### src/rtl/mmio_router_pkg.sv
// Shared definitions for the MMIO router: read FSM state encoding and the default slot map.
package mmio_router_pkg;

    localparam logic [1:0] ST_IDLE  = 2'd0;
    localparam logic [1:0] ST_ISSUE = 2'd1;
    localparam logic [1:0] ST_WAIT  = 2'd2;
    localparam logic [1:0] ST_RESP  = 2'd3;

    localparam logic [31:0] MTIME_ADDR    = 32'hFF000000;
    localparam logic [31:0] MTIMECMP_ADDR = 32'hFF000008;
    localparam logic [31:0] SYSCON_ADDR   = 32'h11000000;

    // Slot 0 is the leftmost (most significant) 32-bit entry of each table.
    localparam logic [63:0] DEF_SLOT_BASE = {MTIME_ADDR, SYSCON_ADDR};
    localparam logic [63:0] DEF_SLOT_MASK = {32'hFFFFFFF0, 32'hFFFF0000};

endpackage

### src/rtl/mmio_addr_decode.sv
// Combinational priority decoder: word address -> hit flag and lowest-index matching slot.
module mmio_addr_decode
    import mmio_router_pkg::*;
#(
    parameter int unsigned                   NUM_SLOTS = 2,
    parameter int unsigned                   SLOT_W    = 1,
    parameter logic [NUM_SLOTS*32-1:0]       SLOT_BASE = DEF_SLOT_BASE,
    parameter logic [NUM_SLOTS*32-1:0]       SLOT_MASK = DEF_SLOT_MASK
) (
    input  logic [29:0]       i_addr,
    output logic              o_hit,
    output logic [SLOT_W-1:0] o_slot
);

    logic [31:0] w_byte_addr;
    assign w_byte_addr = {i_addr, 2'b00};

    // Scan from the highest index down so the lowest matching slot is the last writer.
    always_comb begin
        o_hit  = 1'b0;
        o_slot = '0;
        for (int i = NUM_SLOTS - 1; i >= 0; i--) begin
            if ((w_byte_addr & SLOT_MASK[(NUM_SLOTS-1-i)*32 +: 32]) ==
                (SLOT_BASE[(NUM_SLOTS-1-i)*32 +: 32] & SLOT_MASK[(NUM_SLOTS-1-i)*32 +: 32])) begin
                o_hit  = 1'b1;
                o_slot = SLOT_W'(i);
            end
        end
    end

endmodule

### src/rtl/mmio_router.sv
// Routes uncached MMIO loads/stores to peripheral slots; one outstanding read at a time.
// Optional read timeout enabled by defining MMIO_ROUTER_TIMEOUT_EN.
module mmio_router
    import mmio_router_pkg::*;
#(
    parameter int unsigned             NUM_SLOTS = 2,
    parameter logic [NUM_SLOTS*32-1:0] SLOT_BASE = DEF_SLOT_BASE,
    parameter logic [NUM_SLOTS*32-1:0] SLOT_MASK = DEF_SLOT_MASK,
    parameter int unsigned             TIMEOUT   = 15
) (
    input  logic                    clk,
    input  logic                    rst,
    input  logic                    IN_re,
    input  logic [29:0]             IN_raddr,
    output logic                    OUT_rbusy,
    output logic [31:0]             OUT_rdata,
    output logic                    OUT_rvalid,
    output logic                    OUT_rerr,
    input  logic                    IN_we,
    input  logic [3:0]              IN_wmask,
    input  logic [29:0]             IN_waddr,
    input  logic [31:0]             IN_wdata,
    output logic                    OUT_werr,
    output logic [NUM_SLOTS-1:0]    OUT_pRe,
    output logic [29:0]             OUT_pRaddr,
    input  logic [NUM_SLOTS*32-1:0] IN_pRdata,
    input  logic [NUM_SLOTS-1:0]    IN_pRbusy,
    input  logic [NUM_SLOTS-1:0]    IN_pRvalid,
    output logic [NUM_SLOTS-1:0]    OUT_pWe,
    output logic [3:0]              OUT_pWmask,
    output logic [29:0]             OUT_pWaddr,
    output logic [31:0]             OUT_pWdata
);

    localparam int unsigned SLOT_W = (NUM_SLOTS > 1) ? $clog2(NUM_SLOTS) : 1;

    logic                 w_rhit, w_whit;
    logic [SLOT_W-1:0]    w_rslot, w_wslot;
    logic [NUM_SLOTS-1:0] w_sel;
    logic                 w_sel_busy, w_sel_valid;
    logic [31:0]          w_sel_data;

    logic [1:0]           r_state;
    logic [29:0]          r_raddr;
    logic [SLOT_W-1:0]    r_rslot;
    logic [31:0]          r_rdata;
    logic                 r_rerr;
    logic [NUM_SLOTS-1:0] r_pwe;
    logic [3:0]           r_wmask;
    logic [29:0]          r_waddr;
    logic [31:0]          r_wdata;
    logic                 r_werr;

`ifdef MMIO_ROUTER_TIMEOUT_EN
    localparam int unsigned CNT_W = $clog2(TIMEOUT + 1);
    logic [CNT_W-1:0] r_cnt;
`endif

    mmio_addr_decode #(
        .NUM_SLOTS (NUM_SLOTS),
        .SLOT_W    (SLOT_W),
        .SLOT_BASE (SLOT_BASE),
        .SLOT_MASK (SLOT_MASK)
    ) u_rd_decode (
        .i_addr (IN_raddr),
        .o_hit  (w_rhit),
        .o_slot (w_rslot)
    );

    mmio_addr_decode #(
        .NUM_SLOTS (NUM_SLOTS),
        .SLOT_W    (SLOT_W),
        .SLOT_BASE (SLOT_BASE),
        .SLOT_MASK (SLOT_MASK)
    ) u_wr_decode (
        .i_addr (IN_waddr),
        .o_hit  (w_whit),
        .o_slot (w_wslot)
    );

    // Only the latched slot's handshake is observed; other slots are ignored.
    assign w_sel       = NUM_SLOTS'(1) << r_rslot;
    assign w_sel_busy  = |(IN_pRbusy & w_sel);
    assign w_sel_valid = |(IN_pRvalid & w_sel);

    always_comb begin
        w_sel_data = '0;
        for (int i = 0; i < NUM_SLOTS; i++) begin
            if (r_rslot == SLOT_W'(i)) w_sel_data = IN_pRdata[i*32 +: 32];
        end
    end

    always_ff @(posedge clk) begin
        if (rst) begin
            r_state <= ST_IDLE;
            r_raddr <= '0;
            r_rslot <= '0;
            r_rdata <= '0;
            r_rerr  <= 1'b0;
`ifdef MMIO_ROUTER_TIMEOUT_EN
            r_cnt   <= '0;
`endif
        end else begin
            case (r_state)
                ST_IDLE: begin
                    if (IN_re) begin
                        if (w_rhit) begin
                            r_raddr <= IN_raddr;
                            r_rslot <= w_rslot;
                            r_state <= ST_ISSUE;
                        end else begin
                            r_rdata <= '0;
                            r_rerr  <= 1'b1;
                            r_state <= ST_RESP;
                        end
                    end
                end
                ST_ISSUE: begin
                    if (!w_sel_busy) begin
                        r_state <= ST_WAIT;
`ifdef MMIO_ROUTER_TIMEOUT_EN
                        r_cnt   <= '0;
`endif
                    end
                end
                ST_WAIT: begin
                    if (w_sel_valid) begin
                        r_rdata <= w_sel_data;
                        r_rerr  <= 1'b0;
                        r_state <= ST_RESP;
                    end
`ifdef MMIO_ROUTER_TIMEOUT_EN
                    else if (r_cnt == CNT_W'(TIMEOUT - 1)) begin
                        r_rdata <= '0;
                        r_rerr  <= 1'b1;
                        r_state <= ST_RESP;
                    end else begin
                        r_cnt <= r_cnt + 1'b1;
                    end
`endif
                end
                ST_RESP: r_state <= ST_IDLE;
                default: r_state <= ST_IDLE;
            endcase
        end
    end

    always_ff @(posedge clk) begin
        if (rst) begin
            r_pwe   <= '0;
            r_werr  <= 1'b0;
            r_wmask <= '0;
            r_waddr <= '0;
            r_wdata <= '0;
        end else begin
            r_pwe  <= (IN_we && w_whit) ? (NUM_SLOTS'(1) << w_wslot) : '0;
            r_werr <= IN_we && !w_whit;
            if (IN_we) begin
                r_wmask <= IN_wmask;
                r_waddr <= IN_waddr;
                r_wdata <= IN_wdata;
            end
        end
    end

    assign OUT_rbusy  = (r_state != ST_IDLE);
    assign OUT_rvalid = (r_state == ST_RESP);
    assign OUT_rdata  = r_rdata;
    assign OUT_rerr   = r_rerr;
    assign OUT_pRe    = (r_state == ST_ISSUE) ? w_sel : '0;
    assign OUT_pRaddr = r_raddr;
    assign OUT_pWe    = r_pwe;
    assign OUT_werr   = r_werr;
    assign OUT_pWmask = r_wmask;
    assign OUT_pWaddr = r_waddr;
    assign OUT_pWdata = r_wdata;

endmodule

### config.mk
export PLATFORM = sky130hd
export DESIGN_NAME = mmio_router
export DESIGN_NICKNAME = d
export VERILOG_FILES = /design/src/rtl/mmio_router_pkg.sv /design/src/rtl/mmio_addr_decode.sv /design/src/rtl/mmio_router.sv
export SDC_FILE = /design/constraint.sdc
export NUM_CORES = 1
export LEC_CHECK = 0
export CORE_MARGIN = 4
export CORE_UTILIZATION = 41
export DETAILED_ROUTE_END_ITERATION = 7
export MAX_ROUTING_LAYER = met4
export PLACE_DENSITY = 0.85
export SLEW_MARGIN = 20
export SYNTH_ARGS = -nofsm -noshare
export SYNTH_HDL_FRONTEND = slang
export SYNTH_HIERARCHICAL = 1
export SYNTH_SLANG_ARGS = --single-unit
export TNS_END_PERCENT = 1
### constraint.sdc
create_clock -name clk -period 3.55 [get_ports clk]
set_clock_uncertainty 0.1 [all_clocks]
set_input_delay 0.5325 -clock clk [delete_from_list [all_inputs] [get_ports clk]]
set_output_delay 0.5325 -clock clk [all_outputs]
set_load 0.1 [all_outputs]
; Word level (Yosys, flattened, before mapping)
; Cells that the tools add are included.
[totals]
inputBits = 168
elab_cells = 59
regBits = 135
out_inout_bits = 136
[classes]
reduce_logical = 12
shifts = 2
n_eq_ne = 11
bitwise_logic = 3
mux = 21
[op_table]
columns = op, count
row1 = 2-to-1 mux 32 bit, 4
row2 = case mux 32 bit (2 select lines), 1
row3 = "== test 28 bit, second input constant", 2
row4 = "== test 16 x 13 -> 1 bit, second input constant", 2
row5 = 2-to-1 mux 2 bit, 5
row6 = 2-to-1 mux 1 bit, 9
row7 = "inequality test 2 bit, second input constant", 4
row8 = case mux 2 bit (4 select lines), 1
row9 = AND reduction 3 bit, 2
row10 = OR reduction 2 bit, 3
row11 = AND 2 bit, 2
row12 = "== test 2 bit, second input constant", 2
row13 = AND reduction 4 bit, 1
row14 = nonzero test 2 bit, 2
row15 = "<< shifter 1 x 1 -> 2 bit, first input constant", 2
row16 = "== test 2 x 1 -> 1 bit, second input constant", 1
row17 = logical AND 1 bit, 2
row18 = logical NOT 2 bit, 1
row19 = case mux 1 bit (2 select lines), 1
row20 = logical NOT 1 bit, 1
row21 = NOT 1 bit, 1

; Depth between registers and ports, before layout
[depth]
word_depth = 6
mapped_depth = 10
mapped_depth_nobuf = 8

; Modules after synthesis
; Netlist, hierarchy kept.
[by_module_without_submodules]
columns = module, cells_each, seq_area_each_um2, area_each_um2, instances
row1 = mmio_router, 533, 2702.6, 5159.9, 1
row2 = mmio_addr_decode, 16, 0.0, 102.6, 2

; Worst setup path after synthesis
; Ideal clock, no wire load.
[synth_timing]
path_type = flip-flop to output port
start = register r_rslot
end = output OUT_pRe[0]
required_ps = 2917
path_stages_with_launch = 4
n_path_buf = 2
path_slack_ps = 836
t_arrival_ps = 2082
path_cell_list = dfxtp_1 buf_4 buf_1 nor2b_1
[synth_via]
elab_chain_len = 2
[synth_lines]
columns = item, line
row1 = "start, declared", mmio_router.sv:45  ; logic [SLOT_W-1:0] r_rslot;
row2 = "start signal, assigned", mmio_router.sv:109  ; r_rslot <= w_rslot;
row3 = << shifter 1 x 1 -> 2 bit, mmio_router.sv:82  ; assign w_sel = NUM_SLOTS'(1) << r_rslot;
row4 = 2-to-1 mux 2 bit, mmio_router.sv:170  ; assign OUT_pRe = (r_state == ST_ISSUE) ? w_sel : '0;
row5 = "end, declared", mmio_router.sv:24  ; output logic [NUM_SLOTS-1:0] OUT_pRe,
; No other way between the ends.

; Worst setup path in the final report
[layout_timing]
start = register r_wdata[1] (netlist: OUT_pWdata[1])
end = output OUT_pWdata[1]
[layout_rtl]
columns = item, line
row1 = "start, declared", mmio_router.sv:51  ; logic [31:0] r_wdata;
row2 = "start signal, assigned", mmio_router.sv:161  ; r_wdata <= IN_wdata;
row3 = "end, declared", mmio_router.sv:32  ; output logic [31:0] OUT_pWdata
; No word-level cell between the ends.

==> results.txt <==
The run finished with clean final reports. The initial antenna violation count came out at 0. The multiplexer area fraction after synthesis is 0.189. The sequential area share after synthesis came out at 0.504. The slowest stage of the critical path is the clkdlybuf4s50_1 cell.

The remaining antenna violation count is 0. The slew of the pin with the lowest slew margin is between 1 and 1.5 ns. The worst setup path is of the register to output pin kind. Traced cell by cell, the critical path runs through clkdlybuf4s50_1. The sum of negative setup slack came out at 0 ns. The register clock-pin slew on the reported worst setup and hold paths came out at approximately 0.060 ns.

The number of cells upsized or downsized after cts came out at 0. The total standard cell area after synthesis came out at 0.00537 sq mm. STA classifies the critical path endpoint as an output pin. For this configuration, the core starts out at a cell density of 0.422.

The final worst setup slack is between 0.9 and 1 ns. After synthesis, the largest family of logic cells by area is multiplexers. Of the total synthesized cell area, the portion taken by XOR and XNOR cells is 0. The standard cell core area is approximately 0.013 sq mm. Setup repair after global routing left no endpoint under its margin. The placer congestion estimate is around 0.84. The gate count of the mapped netlist is approximately 570. The kind of cell adding the most delay to the critical path is buffers and inverters. The average size of a mapped cell is 9.50 sq um. The net count of the finished layout is around 1,000. The post-route total power came out at about 5 mW.

The die boundary height is around 120 um. Of all cell types, the one taking the most synthesized area is dfxtp_1. The achievable frequency came out at 391 MHz. The maximum fanout count along the critical path came out at 2. The number of global-route vias before repair is roughly 5,400.

The count of boundary I/O pins is 304. The repair_antennas step left the layout with diodes totalling 0. The fraction of layout instances using a drive strength above 1 came out at 0.0647. The number of enable-type register cells in the synthesized netlist came out at 0.

The final number of max-transition violations came out at 0. The end point of the worst hold path is OUT_pRaddr[5]$_SDFFE_PP0P_. The yosys synthesis warning count is 6. The number of hold buffers added after CTS is 0. The worst hold path begins at OUT_pRaddr[5]$_SDFFE_PP0P_. The wire length after detailed routing came out at between 15 and 20 mm. The area growth from synthesis to layout is 69.4%. The first routing iteration left ~370 violations.

The number of setup buffers added after CTS is 0. The number of core rows came out at 41. The worst slew margin relative to its limit came out at 0.270.

The clock latency of the later-clocked register in the worst-skew pair came out at about 0.4 ns. Measured in cells, the most critical reg-to-reg path has a length of 5. The sort of element at the start of the critical path is a register. STA puts the critical path data arrival time at 1.92 ns. The worst register-to-register path ends at OUT_rdata[28]$_SDFFE_PP0P_. Of the total synthesized cell area, the portion taken by AND, OR, NAND and NOR gates is 0.172. The maximum number of pins on one net before global-route repair came out at 101. After routing the design area is 0.00909 sq mm. Ranked by total cell area, the synthesized netlist is headed by dfxtp_1 (50%), mux2i_1 (19%), nor2_1 (5.3%), nand2_1 (4.9%), o31ai_1 (4.1%). The total of endpoints with negative setup slack in the final report is 0. At the placement stage, the worst setup path has a slack of around 0.72 ns.

The share of the synthesized area in the top cell type came out at 0.504. The global route total overflow is 0. The half-perimeter wire length after detailed placement came out at 13.5 mm. The worst register-to-register path begins at r_rslot$_SDFFE_PP0P_. The worst hold path belongs to the class register to register. By instance count, the leading cell after synthesis is dfxtp_1. VDD sags by at most approximately 380 uV.

Across every metal layer, demand over resource in global routing totals 0.236. The leakage power of the design is roughly 3.4 nW. The deepest level of the CTS H-tree is 4. The die covers 0.0150 sq mm. The fraction of the mapped netlist area in compound gates came out at 0.0858.

After synthesis the netlist holds a flip-flop and latch count of ~140. The horizontal die dimension came out at approximately 120 um. The worst reg-to-reg setup slack is between 1.5 and 2 ns. The total clock buffers created by CTS came out at 17.

The max-cap violation count came out at 0. Dividing the final minimum period by the clock period gives 0.720. The count of cells along the worst hold path came out at 2. For the finished layout, the period the worst path requires is about 2.6 ns. The total buffers and inverters traversed by the critical path came out at 1. The total iterations of the first detailed-routing run is 5. The instance area at placement came out at 0.00848 sq mm. The longest clock path from root to sink contains 2 buffers. Of the total synthesized cell area, the portion taken by full adders, half adders and majority gates is 0.0117. The first-pass GRT wire length came out at roughly 27 mm. In the routed layout, each cell is associated on average with a via count of around 5.0. Buffers placed on the I/O ports in this run total a little over 300. TritonCTS built the clock tree. By count the netlist is led by dfxtp_1 (135), mux2i_1 (100), nor2_1 (76).

The netlist uses 33 different library cells. The root buffer selected by CTS is clkbuf_16. For this run, the leading register cell type out of synthesis is dfxtp_1. The detailed-route wire length per cell is 17.3 um. Counting flops with an async set or reset pin after synthesis yields a share of 0. The data required time at the worst endpoint came out at around 2.9 ns. The number of sinks handled by clock tree synthesis is 135. The total nets after synthesis is approximately 740.

The longest individual stage delay on the worst path is about 1.2 ns. The count of vias placed by the detailed router is 5,215. The number of DRC violations after detailed routing came out at 0.

The power density over the cells came out at 565 mW/mm^2. The hold violation total from the final report is 0.
## where the power goes
group / leakage (nW) / internal [mW] / switching [mW] / total [mW]
registers: 1.10 / 1.62 / 0.0616 / 1.68
logic: 2.03 / 0.491 / 1.18 / 1.67
clock network: 0.296 / 1.14 / 0.641 / 1.78
total: 3.43 / 3.25 / 1.88 / 5.13
## per-stage QoR
step / instances / util / hold slack (ns)
floorplan: 565 / - / 0.434
global placement: 1006 / 0.667 / 0.343
detailed placement: 1006 / 0.667 / 0.347
CTS: 1038 / 0.714 / 0.354
global route: 1038 / 0.714 / 0.380
finish: 1038 / 0.714 / 0.354
## layout by cell type (no fill, tap or decap), types with 6 or more instances in the layout
cell	instances
clkdlybuf4s50_1	296
dfxtp_1	134
mux2i_1	100
nor2_1	75
nand2_1	70
a21oi_1	33
nand3_1	32
o31ai_1	29
clkbuf_16	17
buf_4	14
nor3_1	6
nor4_1	6
## registers in the layout, indices dropped and copies added (netlist names)
| name | cells |
|---|---|
| OUT_pWdata | 32 |
| OUT_rdata | 32 |
| OUT_pRaddr | 30 |
| OUT_pWaddr | 30 |
| OUT_pWmask | 4 |
| OUT_pWe | 2 |
| r_state | 2 |
| OUT_rerr | 1 |
| OUT_werr | 1 |
| r_rslot | 1 |
## area by class of cell
class	count	area [sq um]
Fill cell	970	3630
Sequential cell	135	2700
Clock buffer	20	457
Clock inverter	12	151
Multi-Input combinational cell	384	2460
Inverter	4	15.0
Tap cell	172	215
Timing Repair Buffer	311	3090
## cells by family after synthesis
kind of cell	after synthesis
compound gates	71
fa+ha+maj	5
buf+inv	46
flops	135
mux	101
simple gates	207
## worst max path at each step
stage,from,endpoint,slack (ns),depth (start not counted)
2_1_floorplan,r_rslot$_SDFFE_PP0P_,OUT_pRe[0],0.84,3
5_1_grt,OUT_rerr$_SDFFE_PP0P_,OUT_rerr,0.93,1
4_1_cts,OUT_pWdata[8]$_SDFFE_PP0P_,OUT_pWdata[8],0.96,1
3_3_place_gp,IN_raddr[25],OUT_rdata[30]$_SDFFE_PP0P_,0.75,10
3_5_place_dp,IN_raddr[25],OUT_rdata[27]$_SDFFE_PP0P_,0.72,10
6_report,OUT_pWdata[1]$_SDFFE_PP0P_,OUT_pWdata[1],0.99,1
## per-layer routing
layer  share of wire  vias to the layer above  track usage
met3           0.090                       37       0.0751
met4           0.030                        0       0.0966
met5               0                        -            -
met1            0.36                     2393        0.241
li1                -                     2539            -
met2            0.52                      246        0.419
Power figures use the tool's default switching activity.
